File: src/rtl/led_lifetime_ctrl.sv
// Whack-a-LED lifetime controller: lights requested LEDs, expires or clears them.
// Define LED_FLASH_WARN_EN to flash each LED during the last quarter of its life.
module led_lifetime_ctrl #(
  parameter int CLK_HZ     = 50000000,
  parameter int TICK_HZ    = 1000,
  parameter int NUM_LEDS   = 18,
  parameter int MAX_ACTIVE = 4,
  parameter int LIFE_EASY  = 2000,
  parameter int LIFE_MED   = 1200,
  parameter int LIFE_HARD  = 700
) (
  input  logic                clk,
  input  logic                rst,
  input  logic [4:0]          led_index,
  input  logic                led_request,
  input  logic [1:0]          level,
  input  logic [NUM_LEDS-1:0] hit_mask,
  output logic [NUM_LEDS-1:0] LEDR,
  output logic                req_drop,
  output logic                hit_pulse,
  output logic                miss_pulse,
  output logic [7:0]          miss_count,
  output logic [2:0]          active_count
);

  localparam int DIV  = CLK_HZ / TICK_HZ;
  localparam int PW   = (DIV > 1) ? $clog2(DIV) : 1;
  localparam int LM1  = (LIFE_EASY > LIFE_MED) ? LIFE_EASY : LIFE_MED;
  localparam int LMAX = (LM1 > LIFE_HARD) ? LM1 : LIFE_HARD;
  localparam int TW   = $clog2(LMAX + 1);
  localparam int CW   = $clog2(NUM_LEDS + 1);

  typedef enum logic {IDLE, LIT} led_st_t;

  led_st_t             state_q [NUM_LEDS];
  led_st_t             state_d [NUM_LEDS];
  logic [TW-1:0]       timer_q [NUM_LEDS];
  logic [TW-1:0]       timer_d [NUM_LEDS];
  logic [PW-1:0]       pre_q;
  logic                tick;
  logic [TW-1:0]       life;
  logic                idx_idle;
  logic                accept;
  logic                hit_any;
  logic [CW-1:0]       miss_k;
  logic [CW-1:0]       lit_n;
  logic [8:0]          miss_sum;
  logic [NUM_LEDS-1:0] lit_d;
  logic [NUM_LEDS-1:0] ledr_d;

`ifdef LED_FLASH_WARN_EN
  localparam int FT = (TICK_HZ / 8 > 1) ? TICK_HZ / 8 : 1;
  localparam int FW = $clog2(FT + 1);

  logic [TW-1:0]       thr_q  [NUM_LEDS];
  logic [TW-1:0]       thr_d  [NUM_LEDS];
  logic [FW-1:0]       fcnt_q [NUM_LEDS];
  logic [FW-1:0]       fcnt_d [NUM_LEDS];
  logic [NUM_LEDS-1:0] warn_q, warn_d;
  logic [NUM_LEDS-1:0] flash_q, flash_d;
`endif

  assign tick = (pre_q == PW'(DIV - 1));

  always_comb begin
    life = TW'(LIFE_HARD);
    unique case (1'b1)
      level == 2'b00: life = TW'(LIFE_EASY);
      level == 2'b01: life = TW'(LIFE_MED);
      level[1]:       life = TW'(LIFE_HARD);
    endcase
  end

  // Index match also rejects out-of-range requests.
  always_comb begin
    idx_idle = 1'b0;
    for (int i = 0; i < NUM_LEDS; i++)
      if (led_index == 5'(i) && state_q[i] == IDLE)
        idx_idle = 1'b1;
  end

  assign accept = led_request && idx_idle &&
                  (int'(active_count) < MAX_ACTIVE);

  always_comb begin
    hit_any = 1'b0;
    miss_k  = '0;
    lit_n   = '0;
    lit_d   = '0;
    ledr_d  = '0;
`ifdef LED_FLASH_WARN_EN
    warn_d  = '0;
    flash_d = flash_q;
`endif
    for (int i = 0; i < NUM_LEDS; i++) begin
      state_d[i] = state_q[i];
      timer_d[i] = timer_q[i];
`ifdef LED_FLASH_WARN_EN
      thr_d[i]  = thr_q[i];
      fcnt_d[i] = fcnt_q[i];
`endif
      if (state_q[i] == LIT) begin
        // A hit takes priority over an expiry in the same cycle.
        if (hit_mask[i]) begin
          state_d[i] = IDLE;
          timer_d[i] = '0;
          hit_any    = 1'b1;
        end else if (tick) begin
          if (timer_q[i] == TW'(1)) begin
            state_d[i] = IDLE;
            timer_d[i] = '0;
            miss_k     = miss_k + CW'(1);
          end else begin
            timer_d[i] = timer_q[i] - TW'(1);
          end
        end
      end else if (accept && led_index == 5'(i)) begin
        state_d[i] = LIT;
        timer_d[i] = life;
`ifdef LED_FLASH_WARN_EN
        thr_d[i]   = life >> 2;
`endif
      end
      lit_d[i] = (state_d[i] == LIT);
      lit_n    = lit_n + CW'(lit_d[i]);
`ifdef LED_FLASH_WARN_EN
      warn_d[i] = lit_d[i] && (timer_d[i] <= thr_d[i]);
      if (warn_d[i] && !warn_q[i]) begin
        flash_d[i] = 1'b1;
        fcnt_d[i]  = '0;
      end else if (warn_d[i] && tick) begin
        if (fcnt_q[i] == FW'(FT - 1)) begin
          flash_d[i] = ~flash_q[i];
          fcnt_d[i]  = '0;
        end else begin
          fcnt_d[i] = fcnt_q[i] + FW'(1);
        end
      end
      ledr_d[i] = lit_d[i] && (!warn_d[i] || flash_d[i]);
`else
      ledr_d[i] = lit_d[i];
`endif
    end
    miss_sum = {1'b0, miss_count} + 9'(miss_k);
  end

  always_ff @(posedge clk) begin
    if (rst) begin
      pre_q        <= '0;
      LEDR         <= '0;
      req_drop     <= 1'b0;
      hit_pulse    <= 1'b0;
      miss_pulse   <= 1'b0;
      miss_count   <= '0;
      active_count <= '0;
      for (int i = 0; i < NUM_LEDS; i++) begin
        state_q[i] <= IDLE;
        timer_q[i] <= '0;
      end
    end else begin
      pre_q        <= tick ? '0 : pre_q + PW'(1);
      LEDR         <= ledr_d;
      req_drop     <= led_request && !accept;
      hit_pulse    <= hit_any;
      miss_pulse   <= (miss_k != '0);
      miss_count   <= miss_sum[8] ? 8'hFF : miss_sum[7:0];
      active_count <= 3'(lit_n);
      for (int i = 0; i < NUM_LEDS; i++) begin
        state_q[i] <= state_d[i];
        timer_q[i] <= timer_d[i];
      end
    end
  end

`ifdef LED_FLASH_WARN_EN
  always_ff @(posedge clk) begin
    if (rst) begin
      warn_q  <= '0;
      flash_q <= '0;
      for (int i = 0; i < NUM_LEDS; i++) begin
        thr_q[i]  <= '0;
        fcnt_q[i] <= '0;
      end
    end else begin
      warn_q  <= warn_d;
      flash_q <= flash_d;
      for (int i = 0; i < NUM_LEDS; i++) begin
        thr_q[i]  <= thr_d[i];
        fcnt_q[i] <= fcnt_d[i];
      end
    end
  end
`endif

endmodule

File: config.mk
export PLATFORM = sky130hd
export DESIGN_NAME = led_lifetime_ctrl
export DESIGN_NICKNAME = d
export VERILOG_FILES = /design/src/rtl/led_lifetime_ctrl.sv
export SDC_FILE = /design/constraint.sdc
export NUM_CORES = 1
export LEC_CHECK = 0
export CAP_MARGIN = 10
export CORE_UTILIZATION = 55
export CTS_BUF_LIST = sky130_fd_sc_hd__clkbuf_4 sky130_fd_sc_hd__clkbuf_8
export DETAILED_ROUTE_END_ITERATION = 12
export PLACE_DENSITY = 0.73
export SYNTH_ARGS = -nofsm -noshare
export SYNTH_HDL_FRONTEND = slang
export SYNTH_SLANG_ARGS = --single-unit
File: constraint.sdc
create_clock -name clk -period 15.91 [get_ports clk]
set_input_delay 2.3865 -clock clk [delete_from_list [all_inputs] [get_ports clk]]
set_output_delay 2.3865 -clock clk [all_outputs]
set_load 0.05 [all_outputs]
# Yosys cells after proc, flatten, opt, wreduce, memory -nomap -nowiden
# Memories as Yosys holds them, arrays and structs flattened.
# Cells that the tools add are included.
[word_totals]
regBits = 48
input_bits = 28
out_inout_bits = 32
wordCells = 546
mem_count = 2
mem_bits_rw = 216
[op_classes]
n_lt_le_gt_ge = 1
mux = 347
bitwise = 54
eq_ne = 37
reduce_logical = 44
n_addsub = 54
[mem_list]
columns = ["name", "depth", "word_bits", "rd", "rd_clocked_by_memory_dff", "wr", "line_no", "text"]
rows = [
  ["timer_q", 18, 11, 18, 0, 18, "37", "logic [TW-1:0] timer_q [NUM_LEDS];"],
  ["state_q", 18, 1, 18, 0, 18, "35", "led_st_t state_q [NUM_LEDS];"],
]
[ops]
columns = ["operator", "n"]
rows = [
  ["11-bit 2-to-1 mux", 108],
  ["5-bit 2-to-1 mux", 70],
  ["11-bit by 1-bit == test with 1-bit output, second input constant", 18],
  ["11-bit by 1-bit subtractor with 11-bit output, second input constant", 18],
  ["1-bit 2-to-1 mux", 167],
  ["5-bit by 1-bit adder with 5-bit output, second input constant", 17],
  ["3-bit by 1-bit adder with 3-bit output", 15],
  ["5-bit by 4-bit == test with 1-bit output, second input constant", 8],
  ["1-bit logical AND", 39],
  ["1-bit OR", 36],
  ["11-bit case mux with 3 select lines", 1],
  ["5-bit by 3-bit == test with 1-bit output, second input constant", 4],
  ["1-bit NOT", 18],
  ["16-bit by 1-bit adder with 16-bit output, second input constant", 1],
  ["16-bit == test, second input constant", 1],
  ["5-bit by 2-bit == test with 1-bit output, second input constant", 2],
  ["5-bit == test, second input constant", 2],
  ["8-bit by 5-bit adder with 9-bit output", 1],
  ["8-bit 2-to-1 mux", 1],
  ["5-bit by 1-bit == test with 1-bit output, second input constant", 1],
  ["5-bit zero test", 1],
  ["5-bit nonzero test", 1],
  ["2-bit by 1-bit adder with 3-bit output", 1],
  ["3-bit < comparator, second input constant", 1],
  ["5 further kinds", 5],
]

# Logic depth before layout (Yosys ltp)
# An unclocked memory read counts as a cell.
[logic_depth]
depth_word = 93
mapped_depth = 68
ltp_nobuf = 63

# Worst setup path after synthesis
# No wires, ideal clock.
[synth_timing]
kind = "register -> register"
start = "register pre_q[11]"
end = "register miss_count[7]"
path_slack_ns = 2.746
n_path_buf = 6
synth_period_minus_slack_ns = 13.164
path_stages_with_launch = 64
arrival_time_ns = 13.033
setup_time_ns = 0.131
required_time_ns = 15.779
path_cell_list = "dfxtp_1 > or4_1 > nor4_1 > clkbuf_1 > clkbuf_1 > clkbuf_1 > clkbuf_1 > clkbuf_1 > nand2_1 > nor2_1 > ha_1 > a22oi_1 > nor2_1 > ha_1 > mux2i_1 > nor2_1 > ha_1 > a22oi_1 > [... 28 more ...] > a21oi_2 > nor2_1 > ha_1 > xnor2_1 > a221oi_1 > a21boi_0 > a21oi_1 > ha_1 > mux2_2 > ha_1 > mux2_2 > fa_1 > a21oi_1 > nor2_1 > nor2_1 > o21bai_1 > nor4b_1 > nor3b_1"
[synth_via]
elab_chain_len = 91
[synth_rtl]
columns = ["item", "line_no", "text"]
rows = [
  ["start, declared", "39", "logic [PW-1:0] pre_q;"],
  ["start signal, assigned", "161", "pre_q <= tick ? '0 : pre_q + PW'(1);"],
  ["16-bit == test (*)", "63", "assign tick = (pre_q == PW'(DIV - 1));"],
  ["1-bit 2-to-1 mux", "108", "end else if (tick) begin"],
  ["5-bit 2-to-1 mux", "104", "if (hit_mask[i]) begin"],
  ["5-bit 2-to-1 mux", "102", "if (state_q[i] == LIT) begin"],
  ["5-bit by 1-bit adder with 5-bit output", "112", "miss_k = miss_k + CW'(1);"],
  ["5-bit 2-to-1 mux", "109", "if (timer_q[i] == TW'(1)) begin"],
  ["5-bit 2-to-1 mux", "108", ""],
  ["5-bit 2-to-1 mux", "104", ""],
  ["[... 75 more ...]", "-", ""],
  ["5-bit 2-to-1 mux", "102", ""],
  ["5-bit by 1-bit adder with 5-bit output", "112", ""],
  ["5-bit 2-to-1 mux", "109", ""],
  ["5-bit 2-to-1 mux", "108", ""],
  ["5-bit 2-to-1 mux", "104", ""],
  ["5-bit 2-to-1 mux (*)", "102", ""],
  ["8-bit by 5-bit adder with 9-bit output (*)", "144", "miss_sum = {1'b0, miss_count} + 9'(miss_k);"],
  ["8-bit 2-to-1 mux (*)", "166", "miss_count <= miss_sum[8] ? 8'hFF : miss_sum[7:0];"],
  ["end signal, assigned", "166", ""],
  ["end, declared", "22", "output logic [7:0] miss_count,"],
]
# Mark *: on every way between the ends. The rest lies on a longest branch, timed or not.
# A chain may end at the register's enable or synchronous reset.

# Final worst setup path
[layout_timing]
start = "input hit_mask[0]"
end = "register miss_count[7]"
[layout_via]
elab_chain_len = 89
[layout_rtl]
columns = ["item", "line_no", "text"]
rows = [
  ["start, declared", "17", "input logic [NUM_LEDS-1:0] hit_mask,"],
  ["5-bit 2-to-1 mux (*)", "104", ""],
  ["5-bit 2-to-1 mux (*)", "102", ""],
  ["5-bit by 1-bit adder with 5-bit output", "112", ""],
  ["5-bit 2-to-1 mux", "109", ""],
  ["5-bit 2-to-1 mux", "108", ""],
  ["5-bit 2-to-1 mux", "104", ""],
  ["5-bit 2-to-1 mux (*)", "102", ""],
  ["5-bit by 1-bit adder with 5-bit output", "112", ""],
  ["[... 73 more ...]", "-", ""],
  ["5-bit 2-to-1 mux (*)", "102", ""],
  ["5-bit by 1-bit adder with 5-bit output", "112", ""],
  ["5-bit 2-to-1 mux", "109", ""],
  ["5-bit 2-to-1 mux", "108", ""],
  ["5-bit 2-to-1 mux", "104", ""],
  ["5-bit 2-to-1 mux (*)", "102", ""],
  ["8-bit by 5-bit adder with 9-bit output (*)", "144", ""],
  ["8-bit 2-to-1 mux (*)", "166", ""],
]
# Marked as above.

==> results.sh <==
export IMPL_status="finished, final reports clean"
export IMPL_final_cells=2889
export IMPL_cts_buffers=46
export IMPL_postSynthAreaPerCell_sq_um=7.16
export IMPL_start_util_pct=56.0
export IMPL_diodes=0
export IMPL_ctsResizeCount=0
export IMPL_crit_top_cell="ha_1"
export IMPL_drt_iter0_drc=1858
export IMPL_clk_pin_slew_worst_paths_ps=60
export IMPL_seq_area_frac_synth_pct=27.8
export IMPL_path_buf_inv=3
export IMPL_crit_family="adder cells"
export IMPL_area_delta_synth_final_pct=9.01
export IMPL_firstDrtPassIters=6
export IMPL_die_w_um=182
export IMPL_pre_cts_slack_ps=1040
export IMPL_grt_overflow=0
export IMPL_grt_pass1_vias=16600
export IMPL_critPathMaxFanout=8
export IMPL_final_hold_violation_count=0
export IMPL_portBuffers=59
export IMPL_cts_setup_buffers=0
export IMPL_cts_sinks=246
export IMPL_grt_pass1_wl_um=84200
export IMPL_fmax_mhz=68.6
export IMPL_antenna_found_initial=1
export IMPL_power_internal_uw=1040
export IMPL_startpoint_type="primary input"
export IMPL_root_buffer="clkbuf_8"
export IMPL_grtUsageMet2_pct=48.9
export IMPL_gr_usage_met3_pct=4.49
export IMPL_syn_inst=2476
export IMPL_via_per_inst=6.40
export IMPL_ant_nets=0
export IMPL_wl_um=52000
export IMPL_synth_flop_cell="dfxtp_1"
export IMPL_finalCritPeriodShare_pct=91.6
export IMPL_grt_max_degree=89
export IMPL_syn_area_sq_um=17700
export IMPL_dpl_cell_count=2807
export IMPL_gp_congestion=0.907
export IMPL_maxCapViolations=0
export IMPL_drc=0
export IMPL_htreeDepth=2
export IMPL_synth_fp_nets=2577
export IMPL_fin_tns_setup_ps=0
export IMPL_die_h_um=182
export IMPL_irDropWorstVdd_v=0.0000783
export IMPL_finalWorstSetupSlack_ps=1340
export IMPL_power_frac_seq_pct=44.7
export IMPL_maxSlewHeadroom_pct=20.3
export IMPL_tightestPinTransition_ps=1200
export IMPL_cts_hold_buf=0
export IMPL_clock_latency_ps=640
export IMPL_dieArea_sq_um=33000
export IMPL_vias=18500
export IMPL_slew_viol_final=0
export IMPL_wl_per_cell_um=18.0
export IMPL_nets=2554
export IMPL_synth_cell_types=91
export IMPL_use_met1_pct=42.1
export IMPL_critPathMaxStageDelay_ps=600
export IMPL_slowest_stage="clkdlybuf4s50_1"
export IMPL_path_class="in2reg"
export IMPL_finClkSkew_ps=45.2
export IMPL_grt_busiest_layer="met2"
export IMPL_min_path_type="reg2reg"
export IMPL_cp_arrival_ps=15030
export IMPL_cts_buffer_depth=3
export IMPL_period_needed_ps=14570
export IMPL_cts_tree="done"
export IMPL_ys_ff_latch=246
export IMPL_power_uw=1400
export IMPL_io_pins=60
export IMPL_ys_warn_count=0
export IMPL_utilization_pct=61.1
export IMPL_rsz0062_at_grt="no"
export IMPL_powerDensity_nw_per_um2=72.7
export IMPL_synth_edf_count=0
export IMPL_grt_total_usage_pct=31.0
export IMPL_drive_above_1_share_pct=5.99
export IMPL_p_sw_uw=365
export IMPL_p_clk_share_pct=48.1
export IMPL_dp_hpwl_um=36000
export IMPL_setup_viol=0
export IMPL_crit_required_ps=16370
export IMPL_core_area_sq_um=31600
export IMPL_p_comb_share_pct=7.2
export IMPL_leakage_uw=0.00692
export IMPL_critPathCaptureType="flop"
export IMPL_row_count=65
export IMPL_synthArstFlopShare_pct=0
export IMPL_power_share_switching_pct=26.0
==> power groups by stage <==
stage / logic [uW] / registers, uW / clock network [uW]
after floorplan: 64.3 / 641 / 0
after global placement: 97.2 / 641 / 0
after detailed placement: 98.6 / 641 / 0
after CTS: 99.2 / 628 / 685
after global routing: 110 / 628 / 715
final: 101 / 628 / 675
==> synthesized netlist by cell type (13+ instances only) <==
| master | n | area share [%] |
|---|---|---|
| a211oi_1 | 14 | 0.59 |
| a21oi_1 | 227 | 6.4 |
| a22oi_1 | 66 | 2.8 |
| a31oi_1 | 22 | 0.78 |
| and2_1 | 18 | 0.64 |
| and3_1 | 19 | 0.67 |
| buf_4 | 18 | 0.76 |
| clkbuf_1 | 120 | 2.5 |
| dfxtp_1 | 246 | 28 |
| ha_1 | 61 | 4.3 |
| inv_1 | 78 | 1.7 |
| nand2_1 | 236 | 5.0 |
| nand2b_1 | 39 | 1.4 |
| nand3_1 | 68 | 1.9 |
| nand4_1 | 25 | 0.88 |
| nand4b_1 | 18 | 0.89 |
| nor2_1 | 370 | 7.8 |
| nor2b_1 | 25 | 0.88 |
| nor3_1 | 121 | 3.4 |
| nor4_1 | 50 | 1.8 |
| nor4b_1 | 13 | 0.64 |
| o21ai_0 | 232 | 6.5 |
| o22ai_1 | 37 | 1.3 |
| o32ai_1 | 18 | 0.89 |
| or3_1 | 31 | 1.1 |
| xnor2_1 | 58 | 2.9 |
| xor2_1 | 35 | 1.7 |
==> flip-flops by register name (all words and copies together), names as in the netlist <==
register,cells
LEDR,17
active_count,3
hit_pulse,1
miss_count,8
miss_pulse,1
pre_q,16
req_drop,1
state_q,1
timer_q,198
==> final timing paths <==
kind / startpoint / end / slack [ps] / depth (start not counted)
worst max-delay path: hit_mask[0] / miss_count[7] / 1340 / 58
worst min-delay path: pre_q[0] / pre_q[0] / 460 / 1
worst max register to register: pre_q[11] / miss_count[7] / 2370 / 59
worst min register to register: pre_q[0] / pre_q[0] / 460 / 1
==> final cells by class <==
cell class / instances / area [sq um]
inverters: 78 / 293
fillers: 2934 / 12300
multi-input cells: 2010 / 11900
flip-flops and latches: 246 / 4920
repair buffers: 71 / 677
clock buffers: 70 / 876
well taps: 402 / 503
clock inverters: 12 / 130
==> metal layers <==
metal,wire [um],share of wire (%)
met1,22800,44
met2,23000,44
met3,4220,8.1
met4,1970,3.8
met5,12,0.023
==> through the flow <==
step / hold slack, ps / area (sq um)
3_5_place_dp: 447 / 18300
6_report: 455 / 19300
3_3_place_gp: 424 / 18300
5_1_grt: 472 / 19300
2_1_floorplan: 413 / 17700
4_1_cts: 455 / 19300
==> layout by cell type, fill, tap and decap left out, types with 11 or more instances in the layout <==
cell,netlist,layout
nor4b_1,13,13
inv_1,78,78
o211ai_1,12,12
clkdlybuf4s50_1,0,57
a211oi_1,14,14
xor2_1,35,35
clkbuf_4,0,14
nand4b_1,18,18
o31ai_1,11,11
nand4_1,25,25
a31oi_1,22,22
nor2b_1,25,24
nor3_1,121,121
o221ai_1,11,11
nor4_1,50,48
nand2b_1,39,39
or2_2,11,11
nand2_1,236,236
xnor2_1,58,58
buf_4,18,12
or3_1,31,31
a22oi_1,66,66
ha_1,61,61
and3_1,19,19
o22ai_1,37,37
clkbuf_8,0,56
and2_1,18,18
nor2_1,370,370
a21oi_1,227,227
dfxtp_1,246,246
fa_1,12,12
nand3_1,68,68
o21ai_0,232,232
o32ai_1,18,18
==> logic make-up (layout without fill, tap and decap cells) <==
group                    count (synthesis)  in the layout  share of synthesized area, %
buffers and inverters                  220            231                          5.08
multiplexers                            11             11                         0.727
AO/OA/AOI/OAI                          718            718                          24.1
AND/OR/NAND/NOR                       1101           1101                          30.4
XOR/XNOR                               107            107                          6.20
adder cells (fa/ha/maj)                 73             73                          5.66
flip-flops                             246            246                          27.8
Note: power is estimated with default switching activity, not from simulation.
